<file path="src/rtl/osd_pkg.sv">
// Shared timing defaults, colour constants and pixel type for the OSD video source.
package osd_pkg;

  localparam int DEF_H_ACTIVE = 128;
  localparam int DEF_H_FP     = 4;
  localparam int DEF_H_SYNC   = 8;
  localparam int DEF_H_BP     = 12;
  localparam int DEF_V_ACTIVE = 96;
  localparam int DEF_V_FP     = 2;
  localparam int DEF_V_SYNC   = 2;
  localparam int DEF_V_BP     = 4;
  localparam int DEF_OSD_X    = 16;
  localparam int DEF_OSD_Y    = 16;
  localparam int DEF_OSD_W    = 52;
  localparam int DEF_OSD_H    = 8;

  typedef struct packed {
    logic [3:0] r;
    logic [3:0] g;
    logic [3:0] b;
  } rgb12_t;

  localparam rgb12_t BLACK  = 12'h000;
  localparam rgb12_t WHITE  = 12'hFFF;
  localparam rgb12_t YELLOW = 12'hFF0;
  localparam rgb12_t OSD_BG = 12'h008;

  // 50/50 mix; each half is at most 7 so the sum never overflows a nibble.
  function automatic rgb12_t blend_half(input rgb12_t a, input rgb12_t b);
    rgb12_t o;
    o.r = (a.r >> 1) + (b.r >> 1);
    o.g = (a.g >> 1) + (b.g >> 1);
    o.b = (a.b >> 1) + (b.b >> 1);
    return o;
  endfunction

endpackage

</file>
<file path="src/rtl/osd_timing_gen.sv">
// Raster counters, frame counter and unregistered sync/data-enable decode.
module osd_timing_gen
  import osd_pkg::*;
#(
  parameter int H_ACTIVE = DEF_H_ACTIVE,
  parameter int H_FP     = DEF_H_FP,
  parameter int H_SYNC   = DEF_H_SYNC,
  parameter int H_BP     = DEF_H_BP,
  parameter int V_ACTIVE = DEF_V_ACTIVE,
  parameter int V_FP     = DEF_V_FP,
  parameter int V_SYNC   = DEF_V_SYNC,
  parameter int V_BP     = DEF_V_BP,
  parameter int HW       = $clog2(H_ACTIVE + H_FP + H_SYNC + H_BP),
  parameter int VW       = $clog2(V_ACTIVE + V_FP + V_SYNC + V_BP)
) (
  input  logic          CLK,
  input  logic          RST,
  output logic [HW-1:0] h,
  output logic [VW-1:0] v,
  output logic [7:0]    frame_cnt,
  output logic          hsync_n,
  output logic          vsync_n,
  output logic          de
);

  localparam int H_TOTAL = H_ACTIVE + H_FP + H_SYNC + H_BP;
  localparam int V_TOTAL = V_ACTIVE + V_FP + V_SYNC + V_BP;

  localparam logic [HW-1:0] H_LAST   = HW'(H_TOTAL - 1);
  localparam logic [VW-1:0] V_LAST   = VW'(V_TOTAL - 1);
  localparam logic [HW-1:0] H_ACT_L  = HW'(H_ACTIVE);
  localparam logic [VW-1:0] V_ACT_L  = VW'(V_ACTIVE);
  localparam logic [HW-1:0] HS_START = HW'(H_ACTIVE + H_FP);
  localparam logic [HW-1:0] HS_END   = HW'(H_ACTIVE + H_FP + H_SYNC);
  localparam logic [VW-1:0] VS_START = VW'(V_ACTIVE + V_FP);
  localparam logic [VW-1:0] VS_END   = VW'(V_ACTIVE + V_FP + V_SYNC);

  always_ff @(posedge CLK) begin
    if (RST) begin
      h         <= '0;
      v         <= '0;
      frame_cnt <= '0;
    end else if (h == H_LAST) begin
      h <= '0;
      if (v == V_LAST) begin
        v         <= '0;
        frame_cnt <= frame_cnt + 8'd1;
      end else begin
        v <= v + VW'(1);
      end
    end else begin
      h <= h + HW'(1);
    end
  end

  assign hsync_n = !((h >= HS_START) && (h < HS_END));
  assign vsync_n = !((v >= VS_START) && (v < VS_END));
  assign de      = (h < H_ACT_L) && (v < V_ACT_L);

endmodule

</file>
<file path="src/rtl/osd_top.sv">
// OSD video source top: colour bars plus a bordered window showing the frame counter.
// Optional build macro OSD_BLEND_EN: window interior is a 50/50 mix with the bars.
module osd_top
  import osd_pkg::*;
#(
  parameter int H_ACTIVE = DEF_H_ACTIVE,
  parameter int H_FP     = DEF_H_FP,
  parameter int H_SYNC   = DEF_H_SYNC,
  parameter int H_BP     = DEF_H_BP,
  parameter int V_ACTIVE = DEF_V_ACTIVE,
  parameter int V_FP     = DEF_V_FP,
  parameter int V_SYNC   = DEF_V_SYNC,
  parameter int V_BP     = DEF_V_BP,
  parameter int OSD_X    = DEF_OSD_X,
  parameter int OSD_Y    = DEF_OSD_Y,
  parameter int OSD_W    = DEF_OSD_W,
  parameter int OSD_H    = DEF_OSD_H
) (
  input  logic       CLK,
  input  logic       RST,
  output logic       HSYNC,
  output logic       VSYNC,
  output logic       DE,
  output logic [3:0] RED,
  output logic [3:0] GREEN,
  output logic [3:0] BLUE
);

  localparam int HW = $clog2(H_ACTIVE + H_FP + H_SYNC + H_BP);
  localparam int VW = $clog2(V_ACTIVE + V_FP + V_SYNC + V_BP);

  localparam logic [HW-1:0] BAR_W = HW'(H_ACTIVE / 8);
  localparam logic [HW-1:0] WX0   = HW'(OSD_X);
  localparam logic [HW-1:0] WX1   = HW'(OSD_X + OSD_W - 1);
  localparam logic [VW-1:0] WY0   = VW'(OSD_Y);
  localparam logic [VW-1:0] WY1   = VW'(OSD_Y + OSD_H - 1);
  localparam logic [VW-1:0] BY0   = VW'(OSD_Y + 2);
  localparam logic [VW-1:0] BY1   = VW'(OSD_Y + 5);

  logic [HW-1:0] h_p0;
  logic [VW-1:0] v_p0;
  logic [7:0]    frame_cnt;
  logic          hsync_n_p0;
  logic          vsync_n_p0;
  logic          vld_p0;

  osd_timing_gen #(
    .H_ACTIVE (H_ACTIVE), .H_FP (H_FP), .H_SYNC (H_SYNC), .H_BP (H_BP),
    .V_ACTIVE (V_ACTIVE), .V_FP (V_FP), .V_SYNC (V_SYNC), .V_BP (V_BP),
    .HW       (HW),       .VW   (VW)
  ) u_timing (
    .CLK       (CLK),
    .RST       (RST),
    .h         (h_p0),
    .v         (v_p0),
    .frame_cnt (frame_cnt),
    .hsync_n   (hsync_n_p0),
    .vsync_n   (vsync_n_p0),
    .de        (vld_p0)
  );

  // Stage p0: pixel selection from the live counters
  logic [2:0]    bar_p0;
  rgb12_t        bg_p0;
  rgb12_t        interior_p0;
  rgb12_t        pix_p0;
  logic          in_win_p0;
  logic          border_p0;
  logic          lit_p0;
  logic [HW-1:0] bx;

  always_comb begin
    bar_p0      = 3'(h_p0 / BAR_W);
    bg_p0       = {{4{bar_p0[2]}}, {4{bar_p0[1]}}, {4{bar_p0[0]}}};
    in_win_p0   = (h_p0 >= WX0) && (h_p0 <= WX1) && (v_p0 >= WY0) && (v_p0 <= WY1);
    border_p0   = (h_p0 == WX0) || (h_p0 == WX1) || (v_p0 == WY0) || (v_p0 == WY1);
    lit_p0      = 1'b0;
    bx          = '0;
    // Block k shows frame_cnt[7-k], so the MSB sits at the left
    for (int k = 0; k < 8; k++) begin
      bx = HW'(OSD_X + 2 + 6 * k);
      if ((h_p0 >= bx) && (h_p0 <= bx + HW'(3)) && (v_p0 >= BY0) && (v_p0 <= BY1)
          && frame_cnt[3'(7 - k)])
        lit_p0 = 1'b1;
    end
`ifdef OSD_BLEND_EN
    interior_p0 = blend_half(bg_p0, OSD_BG);
`else
    interior_p0 = OSD_BG;
`endif
    if (!vld_p0)        pix_p0 = BLACK;
    else if (!in_win_p0) pix_p0 = bg_p0;
    else if (border_p0)  pix_p0 = WHITE;
    else if (lit_p0)     pix_p0 = YELLOW;
    else                 pix_p0 = interior_p0;
  end

  // Stage p1: registered video outputs
  rgb12_t pix_p1;
  logic   hsync_p1;
  logic   vsync_p1;
  logic   vld_p1;

  always_ff @(posedge CLK) begin
    if (RST) begin
      hsync_p1 <= 1'b1;
      vsync_p1 <= 1'b1;
      vld_p1   <= 1'b0;
      pix_p1   <= BLACK;
    end else begin
      hsync_p1 <= hsync_n_p0;
      vsync_p1 <= vsync_n_p0;
      vld_p1   <= vld_p0;
      pix_p1   <= pix_p0;
    end
  end

  assign HSYNC = hsync_p1;
  assign VSYNC = vsync_p1;
  assign DE    = vld_p1;
  assign RED   = pix_p1.r;
  assign GREEN = pix_p1.g;
  assign BLUE  = pix_p1.b;

endmodule

</file>
<file path="config.mk">
export PLATFORM = sky130hd
export DESIGN_NAME = osd_top
export DESIGN_NICKNAME = d
export VERILOG_FILES = /design/src/rtl/osd_pkg.sv /design/src/rtl/osd_timing_gen.sv /design/src/rtl/osd_top.sv
export SDC_FILE = /design/constraint.sdc
export NUM_CORES = 1
export LEC_CHECK = 0
export BUFFER_PORTS_ARGS = -buffer_cell sky130_fd_sc_hd__buf_2
export CORE_ASPECT_RATIO = 1.5
export CORE_MARGIN = 5
export CORE_UTILIZATION = 40
export DETAILED_ROUTE_END_ITERATION = 8
export SLEW_MARGIN = 20
export SYNTH_ARGS = -nofsm -noshare
export SYNTH_HDL_FRONTEND = slang
export SYNTH_SLANG_ARGS = --single-unit
</file>
<file path="constraint.sdc">
create_clock -name CLK -period 2.3 [get_ports CLK]
set_input_delay 0.575 -clock CLK [delete_from_list [all_inputs] [get_ports CLK]]
set_output_delay 0.575 -clock CLK [all_outputs]
set_load 0.005 [all_outputs]
</file>
==> results.json <==
{
  "status": "finished, final reports clean",
  "drv_slew": 0,
  "arrival_ns": 2.17,
  "clockPowerShare_pct": 33.2,
  "initial_utilization_pct": 41.7,
  "nets": 179,
  "fin_cells": 209,
  "setup_violations": 0,
  "synth_seq_area_share_pct": 36.2,
  "ant_nets": 0,
  "combPwrFrac_pct": 5.1,
  "gp_routability_congestion": 0.775,
  "yosysMostFrequentCell": "nor2_1",
  "cts_tree": "built",
  "switching_share_pct": 21.6,
  "tightest_slew_ns": 0.546,
  "p_leak_uw": 0.000592,
  "wl_per_cell_um": 13.1,
  "htree_levels": 1,
  "chipHeight_um": 83.5,
  "min_period_ns": 2.01,
  "crit_fanout": 8,
  "finalHoldViolCount": 0,
  "cts_sinks": 26,
  "drive_gt1_share_pct": 16.2,
  "hold_slack_ns": 0.467,
  "synth-seq-cells": 26,
  "min_period_over_period_pct": 87.6,
  "synth_fa_ha_area_share_pct": 6.96,
  "synthTopCellsByArea": "dfxtp_1, nor2_1, ha_1, xor2_1, xnor2_1",
  "synth-simple-area-share_pct": 25.9,
  "clk_latency_ns": 0.26,
  "worstSetupStartpoint": "u_timing.v[1]$_SDFFE_PP0N_",
  "grt_max_degree": 14,
  "diodes": 0,
  "fin_tns_setup_ns": 0,
  "placed_cells": 206,
  "cts_setup_buffers": 0,
  "switchingPower_uw": 162,
  "hpwlAfterDp_um": 2110,
  "synth_compound_area_share_pct": 10.8,
  "die_area_um2": 4920,
  "ys_async_sr_fraction_pct": 0,
  "power_frac_seq_pct": 61.7,
  "hold_start": "u_timing.h[0]$_SDFF_PP0_",
  "irDropWorstVdd_uv": 284,
  "cts_resized": 0,
  "syn-mean-instance-area_um2": 8.77,
  "netlist.area_leader.share_pct": 36.2,
  "start_kind": "register",
  "maxCapViolations": 0,
  "synth_top_family_by_area": "simple AND/OR/NAND/NOR gates",
  "postLayoutCellArea_um2": 1520,
  "cts_hold_buf": 0,
  "mappedNetlistNets": 174,
  "critPathRequiredTime_ns": 2.46,
  "clk_pin_slew_ns": 0.08,
  "drt_iter0_drc": 25,
  "antenna_found_initial": 0,
  "root_buffer": "clkbuf_8",
  "yosys-mux-area-fraction_pct": 2.17,
  "top_level_ports": 17,
  "num_rows": 26,
  "synth_edf_count": 0,
  "core-area_um2": 3450,
  "hold_path_class": "reg2reg",
  "syn_to_final_growth_pct": 5.65,
  "netlist.top_cell.by_area": "dfxtp_1",
  "drc_errors": 0,
  "p_per_area_nw_per_um2": 494,
  "endpoint_kind": "register",
  "p_int_uw": 589,
  "cts_buffers": 3,
  "dr.pass1.iters": 5,
  "timing.rr.start": "u_timing.v[1]$_SDFFE_PP0N_",
  "synth_cell_types": 41,
  "die_w_um": 59.0,
  "placed_area_um2": 1480,
  "io_buffer_count": 16,
  "grt_pass1_wl_um": 4930,
  "track_usage_pct": 12.3,
  "clockBufferDepth": 2,
  "yosys-top-cells-count": "nor2_1, dfxtp_1, nand3_1, xor2_1",
  "overflow": 0,
  "vias": 1104,
  "max_freq_mhz": 497,
  "synth_xor_area_share_pct": 9.74,
  "synth_ff_type": "dfxtp_1",
  "syn_area_um2": 1440,
  "dp_slack_ns": 0.311,
  "wl_um": 2740,
  "post-route-worst-setup-slack_ns": 0.286,
  "synth_cells": 164,
  "ys_warn_count": 0,
  "slew_headroom_pct": 63.4,
  "rsz0062_at_grt": "false",
  "viasPerCell": 5.28,
  "critical_path_class": "reg2reg",
  "fin_skew_ns": 0.00318,
  "grt_pass1_vias": 1123
}
==> kinds of logic after synthesis <==
logic type / after synthesis
mux: 3
flops: 26
fa+ha+maj: 8
simple gates: 69
compound gates: 20
xor+xnor: 16
buf+inv: 22
==> layout by cell type (no fill, tap or decap), types with 2 or more instances in the layout <==
cell and n:
mux2i_1 2, ha_1 8, nor2_1 29, nand2_1 8, nor3_1 3, dfxtp_1 26, o211ai_1 2, buf_2 16
a211oi_1 2, o21a_1 4, o22ai_1 2, xor2_1 9, o21ai_1 2, a21oi_1 3, nand4b_1 2, nand4_1 2
inv_1 5, xnor2_1 7, clkbuf_8 3, nor4_1 3, nand3_1 9
==> worst max-delay path: stages (launching register included) <==
cell and delay (ns):
dfxtp_1 0.47, ha_1 0.32, and4b_1 0.22, or3_4 0.40, o21a_1 0.21, o31a_1 0.29
==> power groups by stage <==
stage	sequential, uW	clock, uW	combinational, uW
5_1_grt	465	282	44.9
2_1_floorplan	469	0	33.4
3_5_place_dp	474	0	38.7
4_1_cts	463	259	38.9
3_3_place_gp	473	0	38.0
6_report	463	249	38.4
==> layout make-up <==
cell class	instances	area (um^2)
clock buffers	3	41.3
fillers	371	1930
inverters	5	18.8
multi-input cells	116	800
flip-flops and latches	26	520
well taps	42	52.6
repair buffers	17	87.6
==> state kept, by name, summed over array words and instances (netlist names) <==
register,count
RED,1
DE,1
u_timing.h,8
HSYNC,1
VSYNC,1
u_timing.frame_cnt,4
u_timing.v,7
BLUE,2
GREEN,1
==> worst paths after layout <==
| kind | slack, ns | endpoint | cells after the start |
|---|---|---|---|
| setup / recovery | 0.29 | BLUE[3]$_SDFF_PP0_ | 5 |
| hold / removal | 0.47 | u_timing.h[0]$_SDFF_PP0_ | 1 |
| setup reg to reg | 0.29 | BLUE[3]$_SDFF_PP0_ | 5 |
| hold reg to reg | 0.47 | u_timing.h[0]$_SDFF_PP0_ | 1 |
==> metrics by stage <==
step / util [%] / power (uW)
after detailed placement: 42.9 / 513
after global routing: 44.1 / 792
after CTS: 44.1 / 761
final: 44.1 / 751
after global placement: 42.9 / 511
after floorplan: - / 503
==> per-layer routing <==
metal	track usage (%)	part of all wire, %	up-vias
met1	14.6	44	520
met4	4.33	1.2	0
met5	0	0	-
met3	2.01	3.6	4
met2	21.6	52	16
li1	-	-	564
(Power assumes the default switching activity.)
